File: src/rtl/mem_access_unit_pkg.sv
// Shared types for the MEM-stage access unit: RV32I load/store funct3 encodings,
// the access FSM state type and the fault-check helper.
package mem_access_unit_pkg;

  localparam logic [3:0] BE_ALL = 4'b1111;

  typedef enum logic [2:0] {
    LD_LB  = 3'b000,
    LD_LH  = 3'b001,
    LD_LW  = 3'b010,
    LD_LBU = 3'b100,
    LD_LHU = 3'b101
  } load_funct3_t;

  typedef enum logic [2:0] {
    ST_SB = 3'b000,
    ST_SH = 3'b001,
    ST_SW = 3'b010
  } store_funct3_t;

  typedef enum logic [1:0] {
    IDLE = 2'b00,
    BUSY = 2'b01,
    DONE = 2'b10
  } mau_state_t;

  // True when the access is misaligned for its width or funct3 is undefined
  // for its direction (loads and stores have different legal sets).
  function automatic logic access_fault_chk(input logic       is_store,
                                            input logic [2:0] funct3,
                                            input logic [1:0] addr_lo);
    logic ok;
    ok = 1'b0;
    case (funct3)
      3'b000: ok = 1'b1;
      3'b001: ok = ~addr_lo[0];
      3'b010: ok = (addr_lo == 2'b00);
      3'b100: ok = ~is_store;
      3'b101: ok = ~is_store & ~addr_lo[0];
      default: ok = 1'b0;
    endcase
    return ~ok;
  endfunction

endpackage

File: src/rtl/mem_access_unit_if.sv
// Data-memory request/response bus. The access unit is the master, the memory the slave.
interface mem_access_unit_if #(
  parameter int ADDR_W = 32,
  parameter int DATA_W = 32
);
  logic                  dmem_read;
  logic                  dmem_write;
  logic [ADDR_W-1:0]     dmem_address;
  logic [DATA_W/8-1:0]   dmem_byte_enable;
  logic [DATA_W-1:0]     dmem_wdata;
  logic                  dmem_resp;
  logic [DATA_W-1:0]     dmem_rdata;

  modport master (
    output dmem_read, dmem_write, dmem_address, dmem_byte_enable, dmem_wdata,
    input  dmem_resp, dmem_rdata
  );

  modport slave (
    input  dmem_read, dmem_write, dmem_address, dmem_byte_enable, dmem_wdata,
    output dmem_resp, dmem_rdata
  );
endinterface

File: src/rtl/mem_access_unit_load_extend.sv
// Load data alignment: picks the byte/half addressed by addr[1:0] out of the
// returned word and sign- or zero-extends it according to funct3.
module mem_access_unit_load_extend
  import mem_access_unit_pkg::*;
(
  input  logic [2:0]  i_funct3,
  input  logic [1:0]  i_addr_lo,
  input  logic [31:0] i_rdata,
  output logic [31:0] o_data
);

  logic [7:0]  w_byte;
  logic [15:0] w_half;

  // Lane select then extension; halves only ever sit at offset 0 or 2.
  always_comb begin
    w_byte = i_rdata[{i_addr_lo, 3'b000} +: 8];
    w_half = i_rdata[{i_addr_lo[1], 4'b0000} +: 16];
    o_data = i_rdata;
    case (load_funct3_t'(i_funct3))
      LD_LB:   o_data = {{24{w_byte[7]}}, w_byte};
      LD_LBU:  o_data = {24'd0, w_byte};
      LD_LH:   o_data = {{16{w_half[15]}}, w_half};
      LD_LHU:  o_data = {16'd0, w_half};
      default: o_data = i_rdata;
    endcase
  end

endmodule

File: src/rtl/mem_access_unit.sv
// MEM-stage data-memory access unit: runs the dmem handshake, forms store lanes
// and byte enables, extends load data and stalls the pipe while busy.
// Optional build macro MAU_PERF_CNT_EN adds stall-cycle and access counters.
module mem_access_unit
  import mem_access_unit_pkg::*;
#(
  parameter int ADDR_W = 32,
  parameter int DATA_W = 32
) (
  input  logic              i_clk,
  input  logic              i_rst,
  input  logic              i_ex_valid,
  input  logic              i_ex_mem_read,
  input  logic              i_ex_mem_write,
  input  logic [2:0]        i_ex_funct3,
  input  logic [ADDR_W-1:0] i_ex_addr,
  input  logic [DATA_W-1:0] i_ex_rs2,
  input  logic              i_pipe_hold,
  mem_access_unit_if.master dmem,
  output logic [DATA_W-1:0] o_read_data,
  output logic              o_mem_busy,
`ifdef MAU_PERF_CNT_EN
  output logic [31:0]       o_dmem_stall_cycles,
  output logic [31:0]       o_dmem_access_count,
`endif
  output logic              o_access_fault
);

  mau_state_t        r_state;
  logic              r_rd;
  logic              r_wr;
  logic [ADDR_W-1:0] r_addr;
  logic [3:0]        r_be;
  logic [DATA_W-1:0] r_wdata;
  logic [2:0]        r_funct3;
  logic [DATA_W-1:0] r_read_data;
  logic              r_fault;

  logic              w_access;
  logic              w_is_store;
  logic              w_fault;
  logic [3:0]        w_be;
  logic [DATA_W-1:0] w_wdata;
  logic [DATA_W-1:0] w_load_data;

  // A set write flag wins: read+write is handled as a store.
  assign w_access   = i_ex_valid & (i_ex_mem_read | i_ex_mem_write);
  assign w_is_store = i_ex_mem_write;
  assign w_fault    = w_access & access_fault_chk(w_is_store, i_ex_funct3, i_ex_addr[1:0]);

  // Store lane replication and byte enables; loads always read the full word.
  always_comb begin
    w_be    = BE_ALL;
    w_wdata = i_ex_rs2;
    if (w_is_store) begin
      case (store_funct3_t'(i_ex_funct3))
        ST_SB: begin
          w_be    = 4'b0001 << i_ex_addr[1:0];
          w_wdata = {4{i_ex_rs2[7:0]}};
        end
        ST_SH: begin
          w_be    = 4'b0011 << i_ex_addr[1:0];
          w_wdata = {2{i_ex_rs2[15:0]}};
        end
        default: begin
          w_be    = BE_ALL;
          w_wdata = i_ex_rs2;
        end
      endcase
    end
  end

  mem_access_unit_load_extend u_load_extend (
    .i_funct3  (r_funct3),
    .i_addr_lo (r_addr[1:0]),
    .i_rdata   (dmem.dmem_rdata),
    .o_data    (w_load_data)
  );

  // Access FSM with registered request, lane and result outputs.
  always_ff @(posedge i_clk) begin
    if (i_rst) begin
      r_state     <= IDLE;
      r_rd        <= 1'b0;
      r_wr        <= 1'b0;
      r_addr      <= '0;
      r_be        <= '0;
      r_wdata     <= '0;
      r_funct3    <= '0;
      r_read_data <= '0;
      r_fault     <= 1'b0;
    end else begin
      r_fault <= 1'b0;
      case (r_state)
        IDLE: begin
          if (w_access) begin
            if (w_fault) begin
              r_fault     <= 1'b1;
              r_read_data <= '0;
            end else begin
              r_addr   <= i_ex_addr;
              r_be     <= w_be;
              r_wdata  <= w_wdata;
              r_funct3 <= i_ex_funct3;
              r_rd     <= ~w_is_store;
              r_wr     <= w_is_store;
              r_state  <= BUSY;
            end
          end
        end
        BUSY: begin
          if (dmem.dmem_resp) begin
            if (r_rd) r_read_data <= w_load_data;
            r_rd    <= 1'b0;
            r_wr    <= 1'b0;
            r_state <= DONE;
          end
        end
        DONE: begin
          if (!i_pipe_hold) r_state <= IDLE;
        end
        default: r_state <= IDLE;
      endcase
    end
  end

  // Stall must rise in the same cycle the access is presented, hence combinational.
  assign o_mem_busy = (r_state == BUSY) | ((r_state == IDLE) & w_access & ~w_fault);

  assign dmem.dmem_read        = r_rd;
  assign dmem.dmem_write       = r_wr;
  assign dmem.dmem_address     = {r_addr[ADDR_W-1:2], 2'b00};
  assign dmem.dmem_byte_enable = r_be;
  assign dmem.dmem_wdata       = r_wdata;
  assign o_read_data           = r_read_data;
  assign o_access_fault        = r_fault;

`ifdef MAU_PERF_CNT_EN
  logic [31:0] r_stall_cycles;
  logic [31:0] r_access_count;

  // Free-running performance counters; wrap naturally at 2^32.
  always_ff @(posedge i_clk) begin
    if (i_rst) begin
      r_stall_cycles <= '0;
      r_access_count <= '0;
    end else begin
      if (o_mem_busy) r_stall_cycles <= r_stall_cycles + 32'd1;
      if ((r_state == BUSY) && dmem.dmem_resp) r_access_count <= r_access_count + 32'd1;
    end
  end

  assign o_dmem_stall_cycles = r_stall_cycles;
  assign o_dmem_access_count = r_access_count;
`endif

endmodule

File: src/flat_wrapper.sv
// flat-port wrapper written by rule: the top's interface ports become plain ports
module mem_access_unit_flat import mem_access_unit_pkg::*;
#(
  parameter int ADDR_W = 32,
  parameter int DATA_W = 32
)
  (i_clk, i_rst, i_ex_valid, i_ex_mem_read, i_ex_mem_write, i_ex_funct3, i_ex_addr, i_ex_rs2, i_pipe_hold, o_read_data, o_mem_busy, o_access_fault, dmem_dmem_read, dmem_dmem_write, dmem_dmem_address, dmem_dmem_byte_enable, dmem_dmem_wdata, dmem_dmem_resp, dmem_dmem_rdata);
  mem_access_unit_if #(.ADDR_W(ADDR_W), .DATA_W(DATA_W)) dmem_i ();
  input  logic i_clk;
  input  logic i_rst;
  input  logic i_ex_valid;
  input  logic i_ex_mem_read;
  input  logic i_ex_mem_write;
  input  logic [2:0] i_ex_funct3;
  input  logic [ADDR_W-1:0] i_ex_addr;
  input  logic [DATA_W-1:0] i_ex_rs2;
  input  logic i_pipe_hold;
  output logic [DATA_W-1:0] o_read_data;
  output logic o_mem_busy;
  output logic o_access_fault;
  output wire logic [$bits(dmem_i.dmem_read)-1:0] dmem_dmem_read;
  output wire logic [$bits(dmem_i.dmem_write)-1:0] dmem_dmem_write;
  output wire logic [$bits(dmem_i.dmem_address)-1:0] dmem_dmem_address;
  output wire logic [$bits(dmem_i.dmem_byte_enable)-1:0] dmem_dmem_byte_enable;
  output wire logic [$bits(dmem_i.dmem_wdata)-1:0] dmem_dmem_wdata;
  input wire logic [$bits(dmem_i.dmem_resp)-1:0] dmem_dmem_resp;
  input wire logic [$bits(dmem_i.dmem_rdata)-1:0] dmem_dmem_rdata;
  assign dmem_dmem_read = dmem_i.dmem_read;
  assign dmem_dmem_write = dmem_i.dmem_write;
  assign dmem_dmem_address = dmem_i.dmem_address;
  assign dmem_dmem_byte_enable = dmem_i.dmem_byte_enable;
  assign dmem_dmem_wdata = dmem_i.dmem_wdata;
  assign dmem_i.dmem_resp = dmem_dmem_resp;
  assign dmem_i.dmem_rdata = dmem_dmem_rdata;
  mem_access_unit #(.ADDR_W(ADDR_W), .DATA_W(DATA_W)) u_core (.i_clk(i_clk), .i_rst(i_rst), .i_ex_valid(i_ex_valid), .i_ex_mem_read(i_ex_mem_read), .i_ex_mem_write(i_ex_mem_write), .i_ex_funct3(i_ex_funct3), .i_ex_addr(i_ex_addr), .i_ex_rs2(i_ex_rs2), .i_pipe_hold(i_pipe_hold), .dmem(dmem_i), .o_read_data(o_read_data), .o_mem_busy(o_mem_busy), .o_access_fault(o_access_fault));
endmodule
File: config.mk
export PLATFORM = sky130hd
export DESIGN_NAME = mem_access_unit_flat
export DESIGN_NICKNAME = d
export VERILOG_FILES = /design/src/rtl/mem_access_unit_pkg.sv /design/src/rtl/mem_access_unit_if.sv /design/src/rtl/mem_access_unit_load_extend.sv /design/src/rtl/mem_access_unit.sv /design/src/flat_wrapper.sv
export SDC_FILE = /design/constraint.sdc
export NUM_CORES = 1
export LEC_CHECK = 0
export BUFFER_PORTS_ARGS = -buffer_cell sky130_fd_sc_hd__buf_2
export CAP_MARGIN = 0
export CORE_MARGIN = 2
export CORE_UTILIZATION = 48
export DETAILED_ROUTE_END_ITERATION = 10
export GPL_TIMING_DRIVEN = 0
export PLACE_DENSITY = 0.83
export SLEW_MARGIN = 20
export SYNTH_ARGS = -nofsm -noshare
export SYNTH_HDL_FRONTEND = slang
export SYNTH_SLANG_ARGS = --single-unit
export TNS_END_PERCENT = 30
File: constraint.sdc
create_clock -name i_clk -period 2 [get_ports i_clk]
set_input_delay 0.3 -clock i_clk [delete_from_list [all_inputs] [get_ports i_clk]]
set_output_delay 0.3 -clock i_clk [all_outputs]
set_load 0.03 [all_outputs]
Word level (Yosys, flattened, before mapping):

Cells that the tools add are included.

* register bits: 108
* input port bits: 106
* output and inout port bits: 104
* word-level logic and storage cells: 75

* eq/ne operators: 15
* shift operators: 4
* muxes and demuxes: 24
* bitwise operators: 13
* reduce and logical (&&, ||, !) cells: 10

Operators by type and width (number)
* 32-bit 2-to-1 mux: 5
* 32-bit case mux with 2 select lines: 2
* 32-bit case mux with 4 select lines: 1
* 32-bit by 6-bit indexed part select with 16-bit output: 1
* 32-bit by 6-bit indexed part select with 8-bit output: 1
* 3-bit equality test, second input constant: 4
* 2-bit 2-to-1 mux: 4
* 4-bit case mux with 2 select lines: 1
* 4-bit AND reduction: 2
* 3-bit by 1-bit equality test with 1-bit output, second input constant: 2
* 3-bit logical NOT: 2
* 1-bit 2-to-1 mux: 6
* 2-bit by 1-bit != test with 1-bit output, second input constant: 3
* 2-bit != test, second input constant: 3
* 1-bit inverter: 6
* 2-bit case mux with 3 select lines: 1
* 1-bit bitwise AND: 5
* 1-bit case mux with 5 select lines: 1
* 5-bit AND reduction: 1
* 2-bit logical NOT: 2
* 4-bit 2-to-1 mux: 1
* 1-bit case mux with 2 select lines: 2
* 1-bit by 2-bit left shift with 4-bit output, first input constant: 1
* 2-bit by 2-bit left shift with 4-bit output, first input constant: 1
* 7 further kinds: 8

Logic depth before layout (Yosys ltp):

Gate-level depths: netlist (run 1).

* depth after elaboration: 8
* mapped depth: 7
* gate-level depth less buffers: 5

Cells and area by module:

Synthesis (run 1) repeated with hierarchy kept, for this count alone.

* cells, all modules: 579
* area, all modules: 4877.2 sq um

Modules (own cells, without submodules)
* mem_access_unit: instances 1, cells each 470, area an instance 4249.1 sq um, seq. area each 2162.1 sq um
* mem_access_unit_load_extend: instances 1, cells each 109, area an instance 628.1 sq um, seq. area each 0.0 sq um

Worst setup path before layout (run 1):

Ideal clock, no wire load.

* kind: in2out
* from: in i_ex_funct3[0]
* to: out o_mem_busy
* data arrival time: 1.534 ns
* data required time: 1.700 ns
* path slack: 0.166 ns
* stages: 4
* path buffers: 1
* cell sequence: nor4_1 o211ai_1 clkbuf_1 nand2_1

* cells in the longest elaborated chain, start to end: 7
* elaborated cells on any way between the ends: 11
* those cells by class: eq/ne: 4; mux: 1; bitwise: 5; reduce/logical: 1

Ends and longest elaborated chain
* start, declared: line flat_wrapper.sv:14 `input logic [2:0] i_ex_funct3;`
* 3-bit equality test (tied with other cells): line mem_access_unit_pkg.sv:34 `case (funct3)`
* 1-bit case mux with 5 select lines *: line mem_access_unit_pkg.sv:34
* 1-bit inverter *: line mem_access_unit_pkg.sv:42 `return ~ok;`
* 1-bit bitwise AND *: line mem_access_unit.sv:49 `assign w_fault = w_access & access_fault_chk(w_is_store, i_ex_funct3, i_ex_addr[1:0]);`
* 1-bit inverter (no source line) *
* 1-bit bitwise AND *: line mem_access_unit.sv:128 `assign o_mem_busy = (r_state == BUSY) | ((r_state == IDLE) & w_access & ~w_fault);`
* 1-bit OR *: line mem_access_unit.sv:128
* end, declared: line flat_wrapper.sv:19 `output logic o_mem_busy;`

Every way passes the cells marked *; elsewhere a longest branch is shown, timed or not.

Worst setup path after layout (run 1):

* from: in i_ex_addr[0]
* to: out o_mem_busy

* cells in the longest elaborated chain, start to end: 8
* elaborated cells on any way between the ends: 9
* those cells by class: mux: 1; bitwise: 7; reduce/logical: 1

Ends and longest elaborated chain
* start, declared: line flat_wrapper.sv:15 `input logic [ADDR_W-1:0] i_ex_addr;`
* 1-bit inverter: line mem_access_unit_pkg.sv:36, mem_access_unit_pkg.sv:39
* 1-bit bitwise AND: line mem_access_unit_pkg.sv:39 `3'b101: ok = ~is_store & ~addr_lo[0];`
* 1-bit case mux with 5 select lines *: line mem_access_unit_pkg.sv:34
* 1-bit inverter *: line mem_access_unit_pkg.sv:42
* 1-bit bitwise AND *: line mem_access_unit.sv:49
* 1-bit inverter (no source line) *
* 1-bit bitwise AND *: line mem_access_unit.sv:128
* 1-bit OR *: line mem_access_unit.sv:128

Marks and branches as above.

==> impl_results.md, run 1 <==
* Number of rows in the core area at 37
* Hold bufs inserted after CTS at 0
* Share of post-route cells with drive strength above 1 at 0.339
* Via count at 5237
* Post-route clock skew at 13.2 ps
* Core Box Area at 10200 um^2
* Synthesis-to-finish area growth at 29.2%
* Footprint of the flip-flops and latches at 2160 um^2
* Routed wire per std cell at 15.8 um
* Accumulated negative setup slack at 0 ps
* Critical Path AT at 1580 ps
* CTS root buf: sky130_fd_sc_hd__clkbuf_8
* Final clock period utilization by the worst path at 0.938
* Chip Width at 106 um
* Commonest non-fill, non-tap cells in the layout: sky130_fd_sc_hd__buf_2 (221), sky130_fd_sc_hd__nand2_1 (125), sky130_fd_sc_hd__dfxtp_1 (108)
* Depth of the worst register-to-register path at 6
* Proportion of power drawn by combinational gates at 0.187
* Predominant post-synthesis flop cell: sky130_fd_sc_hd__dfxtp_1
* Number of I/O port buffers at 207
* # nets final at 936
* Area enclosed by the die boundary at 11200 um^2
* Clock tree from TritonCTS: built
* Setup repair after global routing missed its margin: false
* Number of routed nets with antenna violations at 0
* Largest fanout of any net on the critical path at 10
* Routed wire length at 15300 um
* Hold Fails Final Rpt at 0
* Final setup fails at 0
* Cell Pwr Density at 679 nW/um^2
* Sequential fraction of the synthesis area at 0.436
* Critical path, cell by cell: buf_2 -> nor4_2 -> o211ai_1 -> clkbuf_8 -> nand2_1 -> buf_2
* Switching portion of total power at 0.306
* Netlist area before placement at 4960 um^2
* Number of antenna violations at the first check in global routing at 0
* Top area cells in the synthesized netlist: sky130_fd_sc_hd__dfxtp_1 (44%), sky130_fd_sc_hd__nand2_1 (9.5%), sky130_fd_sc_hd__a21oi_1 (6.7%)
* Starting utilization of the core area at 0.487
* All-Layer GR Usage at 0.267
* Total congestion overflow at 0
* Worst Hold Slack at 157 ps
* Routability-driven placement congestion ratio at 0.926
* Area taken by multi-input logic gates at 2370 um^2
* Clock latency reported for the late side of the worst-skew pair at 360 ps
* Endpoint with the worst hold slack: u_core.r_addr[5]
* Initial drt markers at 161
* Static Leak at 2.84 nW
* Hold/Removal Path Class: input pin to register
* Critical hold path startpoint: i_ex_addr[5]
* Die Ht at 106 um
* H-tree depth at 3
* Run status: complete, no violations
* Routed length on met3 at 1560 um
* Critical register-to-register path startpoint: u_core.r_addr[1]
* Global-route wire length before repair at 23800 um
* Pre-antenna DRT Iters at 5
* Dpl hpwl at 11700 um
* Maximum clock insertion buffer count at 2
* Max frequency at 0.533 GHz
* Fraction of registers with async set/reset at 0
* Met2 wire length at 7150 um
* Top-level I/O count at 210
* Sort of element at the end of the critical path: output port
* Fill cell instance count of the final layout at 979
* Master of the slowest instance on the critical path: sky130_fd_sc_hd__nor4_2
* Cell mode on critical path: sky130_fd_sc_hd__buf_2
* Number of remaining DRC errors at 0
* Number of warnings issued by yosys at 0
* Worst Max-Slew Pin Slew at 668 ps
* Wire length the detailed router placed on met1 at 6020 um
* Endpoint of the worst-slack reg-to-reg timing path: u_core.o_read_data[14]
* Setup Crit Path Kind: input pin to output port
* Slack of the worst reg-to-reg path at 130 ps
* Switch Pwr at 1.33 mW
* Vias in the first global route at 4874
* Via/cell ratio at 5.39
* Worst slack after detailed placement at -422 ps
* Slowest Stage Delay on Critical Path at 440 ps
* EDFF count, synth at 0
* Max-Cap Viols at 0
* Pins over their slew limit at 0
* Clock power share at 0.293
* Top sig layer: met4
* Most common cell after layout, fill and taps aside: sky130_fd_sc_hd__buf_2
* Fraction of power consumed by sequential logic at 0.520
* Required time of the worst setup path at 1700 ps
* Area share of the largest cell type after synthesis at 0.436
* Mean Syn Cell Area at 8.14 um^2
* Cell internal power dissipation at 3.02 mW
* TritonCTS Buffers at 9
* Min cycle time layout at 1880 ps
* VDD IR-drop max at 448 uV
* Yosys top cell by area: sky130_fd_sc_hd__dfxtp_1
* Post-synthesis sequential element count at 108
* Largest net degree at the start of global routing at 19
* Rel. slew slack at 0.554
* Count of antenna diodes in the layout at 0
* Element type at the critical path start: input pin
* CTS sink count at 108
* Launching instance or port of the critical path: i_ex_addr[0]
* Register clock-pin slew on the reported worst setup and hold paths at 110 ps
* Number of library cell types mapped by synthesis at 40
* PnR worst setup slack at 124 ps
* Cell count after synthesis at 609
* Instance count along the most critical hold path at 3
-- kinds of logic (layout without fill, tap and decap cells) --
logic type      Yosys count  count (layout)  synth area share
simple gates            225             225             0.202
compound gates          167             167             0.220
flops                   108             108             0.436
buf+inv                  84             309            0.0921
mux                      24              24            0.0487
other cells               1               2          0.000756
-- how the worst max path moves through the flow --
| stage | end | slack (ps) |
|---|---|---|
| 2_1_floorplan | o_mem_busy | 170 |
| 3_3_place_gp | o_mem_busy | -370 |
| 3_5_place_dp | o_mem_busy | -420 |
| 4_1_cts | u_core.o_read_data[15] | 20 |
| 5_1_grt | u_core.o_read_data[9] | 3 |
| 6_report | o_mem_busy | 120 |
-- synthesized netlist by cell type (all sizes together) (8+ instances only) --
cell	number
nand3b	24
a21oi	66
o211ai	19
a211oi	8
o21ai	21
o31ai	17
buf	50
dfxtp	108
nand2b	11
nand2	126
nor3	10
nor2	43
clkbuf	29
mux2i	23
-- timing repair --
| item | in CTS | in global routing |
|---|---|---|
| cloned | 0 | 0 |
| endpoints found under the setup margin | 17 | 16 |
| pin swaps | 1 | 0 |
| gates resized for setup | 7 | 4 |
| setup buffers | 1 | 1 |
-- per-layer routing --
metal,vias to the layer above,global-route usage
met5,-,0
met3,37,0.0686
met2,269,0.455
met4,0,0.111
li1,2544,-
met1,2387,0.320
-- metrics by stage --
step                      instance area (um^2)   util  instances  total power, mW
after floorplan                           4960      -        610             2.80
after global placement                    6170  0.606        953             3.10
after detailed placement                  6170  0.606        953             3.11
after CTS                                 6380  0.627        970             4.36
after global routing                      6400  0.629        971             4.52
final                                     6400  0.629        971             4.35
-- sequential cells by signal, indices dropped and copies added, names as in the netlist --
register                      cells
u_core.dmem.dmem_byte_enable      4
u_core.r_addr                    32
u_core.r_funct3                   3
u_core.o_access_fault             1
u_core.dmem.dmem_read             1
u_core.dmem.dmem_wdata           32
u_core.o_read_data               32
u_core.dmem.dmem_write            1
u_core.r_state                    2
-- final cells by class --
cell class	instances	area share
Tap cell	136	0.0266
Inverter	5	0.00293
Clock inverter	6	0.00742
Buffer	79	0.0705
Timing Repair Buffer	209	0.164
Multi-Input combinational cell	418	0.369
Sequential cell	108	0.338
Clock buffer	10	0.0215
-- critical path, delay by kind of cell --
family                 cells  cell delay [ps]
AOI/OAI and AO/OA          1              220
buffers and inverters      3              550
and+or+nand+nor            2              500
-- power groups by stage --
stage               registers [mW]  logic, mW  clock network [mW]
floorplan                     2.39      0.407                   0
global placement              2.31      0.788                   0
detailed placement            2.31      0.795                   0
CTS                           2.26      0.803                1.30
global route                  2.27      0.881                1.37
finish                        2.26      0.815                1.27
Power figures use the tool's default switching activity.
==> run 2: changes to the inputs <==
- CORE_ASPECT_RATIO: unset -> 0.5
- TNS_END_PERCENT: 30 -> unset
==> impl_results.md, run 2 (synthesis gave the netlist of run 1 again) <==
* VDD IR-drop max at 485 uV (+8.2%)
* Vias in the first global route at 4786 (-1.8%)
* Maximum clock insertion buffer count at 2 (unchanged)
* All-Layer GR Usage at 0.266 (-0.00109)
* # nets final at 935 (-0.11%)
* Largest net degree at the start of global routing at 19 (unchanged)
* Depth of the worst register-to-register path at 7 (+1)
* Post-place instance area at 6170 um^2 (about the same)
* Routed wire length at 15200 um (-0.76%)
* Clock latency reported for the late side of the worst-skew pair at 350 ps (about the same)
* Pins over their slew limit at 0 (unchanged)
* Share of post-route cells with drive strength above 1 at 0.339 (+0.000406)
* Total congestion overflow at 0 (unchanged)
* Min cycle time layout at 1870 ps (-3.08 ps)
* Number of routed nets with antenna violations at 0 (unchanged)
* Hold Fails Final Rpt at 0 (unchanged)
* CTS sink count at 108 (unchanged)
* Pre-antenna DRT Iters at 5 (unchanged)
* Number of rows in the core area at 26 (-30%)
* Hold/Removal Path Class: input pin to register
* TritonCTS Buffers at 9 (unchanged)
* Element type at the critical path start: register
* Accumulated negative setup slack at 0 ps (unchanged)
* Max-Cap Viols at 0 (unchanged)
* Fill cell instance count of the final layout at 882 (-9.9%)
* Number of remaining DRC errors at 0 (unchanged)
* Routed wire per std cell at 15.6 um (-1.1%)
* Max frequency at 0.534 GHz (+0.16%)
* Final instance area at 6520 um^2 (+1.8%)
* Chip Width at 148 um (+40%)
* Endpoint with the worst hold slack: u_core.r_addr[30]
* Instance count along the most critical hold path at 3 (unchanged)
* Starting utilization of the core area at 0.490 (+0.00325)
* Hold bufs inserted after CTS at 0 (unchanged)
* Run status: complete, no violations
* Synthesis-to-finish area growth at 31.6%
* Post-route clock skew at 8.55 ps (-4.66 ps)
* Most common cell after layout, fill and taps aside: sky130_fd_sc_hd__buf_2
* Sort of element at the end of the critical path: register
* Worst Max-Slew Pin Slew at 730 ps (+61.4 ps)
* Count of antenna diodes in the layout at 0 (unchanged)
* Largest fanout of any net on the critical path at 10 (unchanged)
* Die Ht at 75.9 um (-28%)
* Top-level I/O count at 210 (unchanged)
* Rel. slew slack at 0.513 (-0.0409)
* Via count at 5230 (-0.13%)
* Register clock-pin slew on the reported worst setup and hold paths at 80 ps (-30 ps)
* Number of I/O port buffers at 207 (unchanged)
* Endpoint of the worst-slack reg-to-reg timing path: u_core.o_read_data[23]
* Via/cell ratio at 5.37 (-0.44%)
* Cell Pwr Density at 755 nW/um^2 (+11%)
* Slack of the worst reg-to-reg path at 130 ps (about the same)
* Final clock period utilization by the worst path at 0.937 (-0.00154)
* Static Leak at 2.89 nW (+1.7%)
* Required time of the worst setup path at 2220 ps (+520 ps)
* Commonest non-fill, non-tap cells in the layout: sky130_fd_sc_hd__buf_2 (221), sky130_fd_sc_hd__nand2_1 (125), sky130_fd_sc_hd__dfxtp_1 (108)
* Area enclosed by the die boundary at 11200 um^2 (+0.44%)
* Setup repair after global routing missed its margin: false
* Dpl hpwl at 11600 um (-1.2%)
* Core Box Area at 10100 um^2 (-0.66%)
* Routability-driven placement congestion ratio at 0.922 (-0.51%)
* Initial drt markers at 299 (+86%)
* Clock tree from TritonCTS: built
* Setup Crit Path Kind: register to register
* Critical Path AT at 2090 ps (+510 ps)
* CTS root buf: sky130_fd_sc_hd__clkbuf_16
* H-tree depth at 3 (unchanged)
* Global-route wire length before repair at 23400 um (-1.7%)
* Number of antenna violations at the first check in global routing at 0 (unchanged)
* Final setup fails at 0 (unchanged)
* Critical register-to-register path startpoint: u_core.r_addr[1]
* Critical hold path startpoint: i_ex_addr[30]
run 2: changes by cell type in the layout (fill, tap and decap cells not counted), sizes merged:
cell	before	now
clkinv	3	1
buf	259	258
bufinv	0	1
clkinvlp	1	2
run 2: worst max-delay path, cell delays in order (launching register included):
cell	delay [ps]
sky130_fd_sc_hd__dfxtp_1	300
sky130_fd_sc_hd__buf_2	190
sky130_fd_sc_hd__mux2_2	350
sky130_fd_sc_hd__a21oi_1	260
sky130_fd_sc_hd__o31ai_1	150
sky130_fd_sc_hd__nand2_2	170
sky130_fd_sc_hd__clkbuf_4	240
sky130_fd_sc_hd__o31ai_1	90
run 2: final cells by class:
class	instances	area, um^2	share of cell area
plain buffers	79	447	0.0685
clock buffers	10	239	0.0366
clock inverters	6	71.3	0.0109
inverters	5	18.8	0.00288
multi-input cells	418	2370	0.363
flip-flops and latches	108	2160	0.331
well taps	140	175	0.0269
repair buffers	208	1040	0.160
run 2: through the flow:
step / total power [mW] / hold WS, ps / utilization / setup slack [ps] / cells
global placement: 3.09 / 437 / 0.610 / -331 / 957
floorplan: 2.80 / 418 / - / 166 / 610
CTS: 4.94 / 175 / 0.643 / 59.7 / 974
global route: 5.12 / 180 / 0.645 / 17.6 / 974
finish: 4.93 / 185 / 0.645 / 127 / 974
detailed placement: 3.10 / 446 / 0.610 / -354 / 957
run 2: per-layer routing:
layer	GRT usage	part of all wire
met5	0	0
met4	0.0972	0.021
met3	0.0725	0.080
met2	0.465	0.47
met1	0.325	0.43
run 2: worst max-delay path by stage:
stage	to	depth (start not counted)	start	slack [ps]
finish	u_core.o_read_data[23]	7	u_core.r_addr[1]	130
global route	u_core.o_read_data[29]	7	u_core.r_addr[1]	20
floorplan	o_mem_busy	4	i_ex_funct3[0]	170
CTS	u_core.o_read_data[23]	7	u_core.r_addr[1]	60
detailed placement	o_mem_busy	6	i_ex_addr[0]	-350
global placement	o_mem_busy	6	i_ex_addr[0]	-330
run 2: power by group:
group,total (mW),leakage [nW],switching (mW),internal [mW]
Combinational,0.810,1.86,0.516,0.294
Sequential,2.26,0.876,0.0408,2.22
Clock,1.85,0.146,0.837,1.02
run 2: timing repair:
action                     CTS  global route
buffers inserted             1             0
setup endpoints to repair   16            19
gates resized for setup      6             7
pin swaps                    1             0
cloned                       0             0
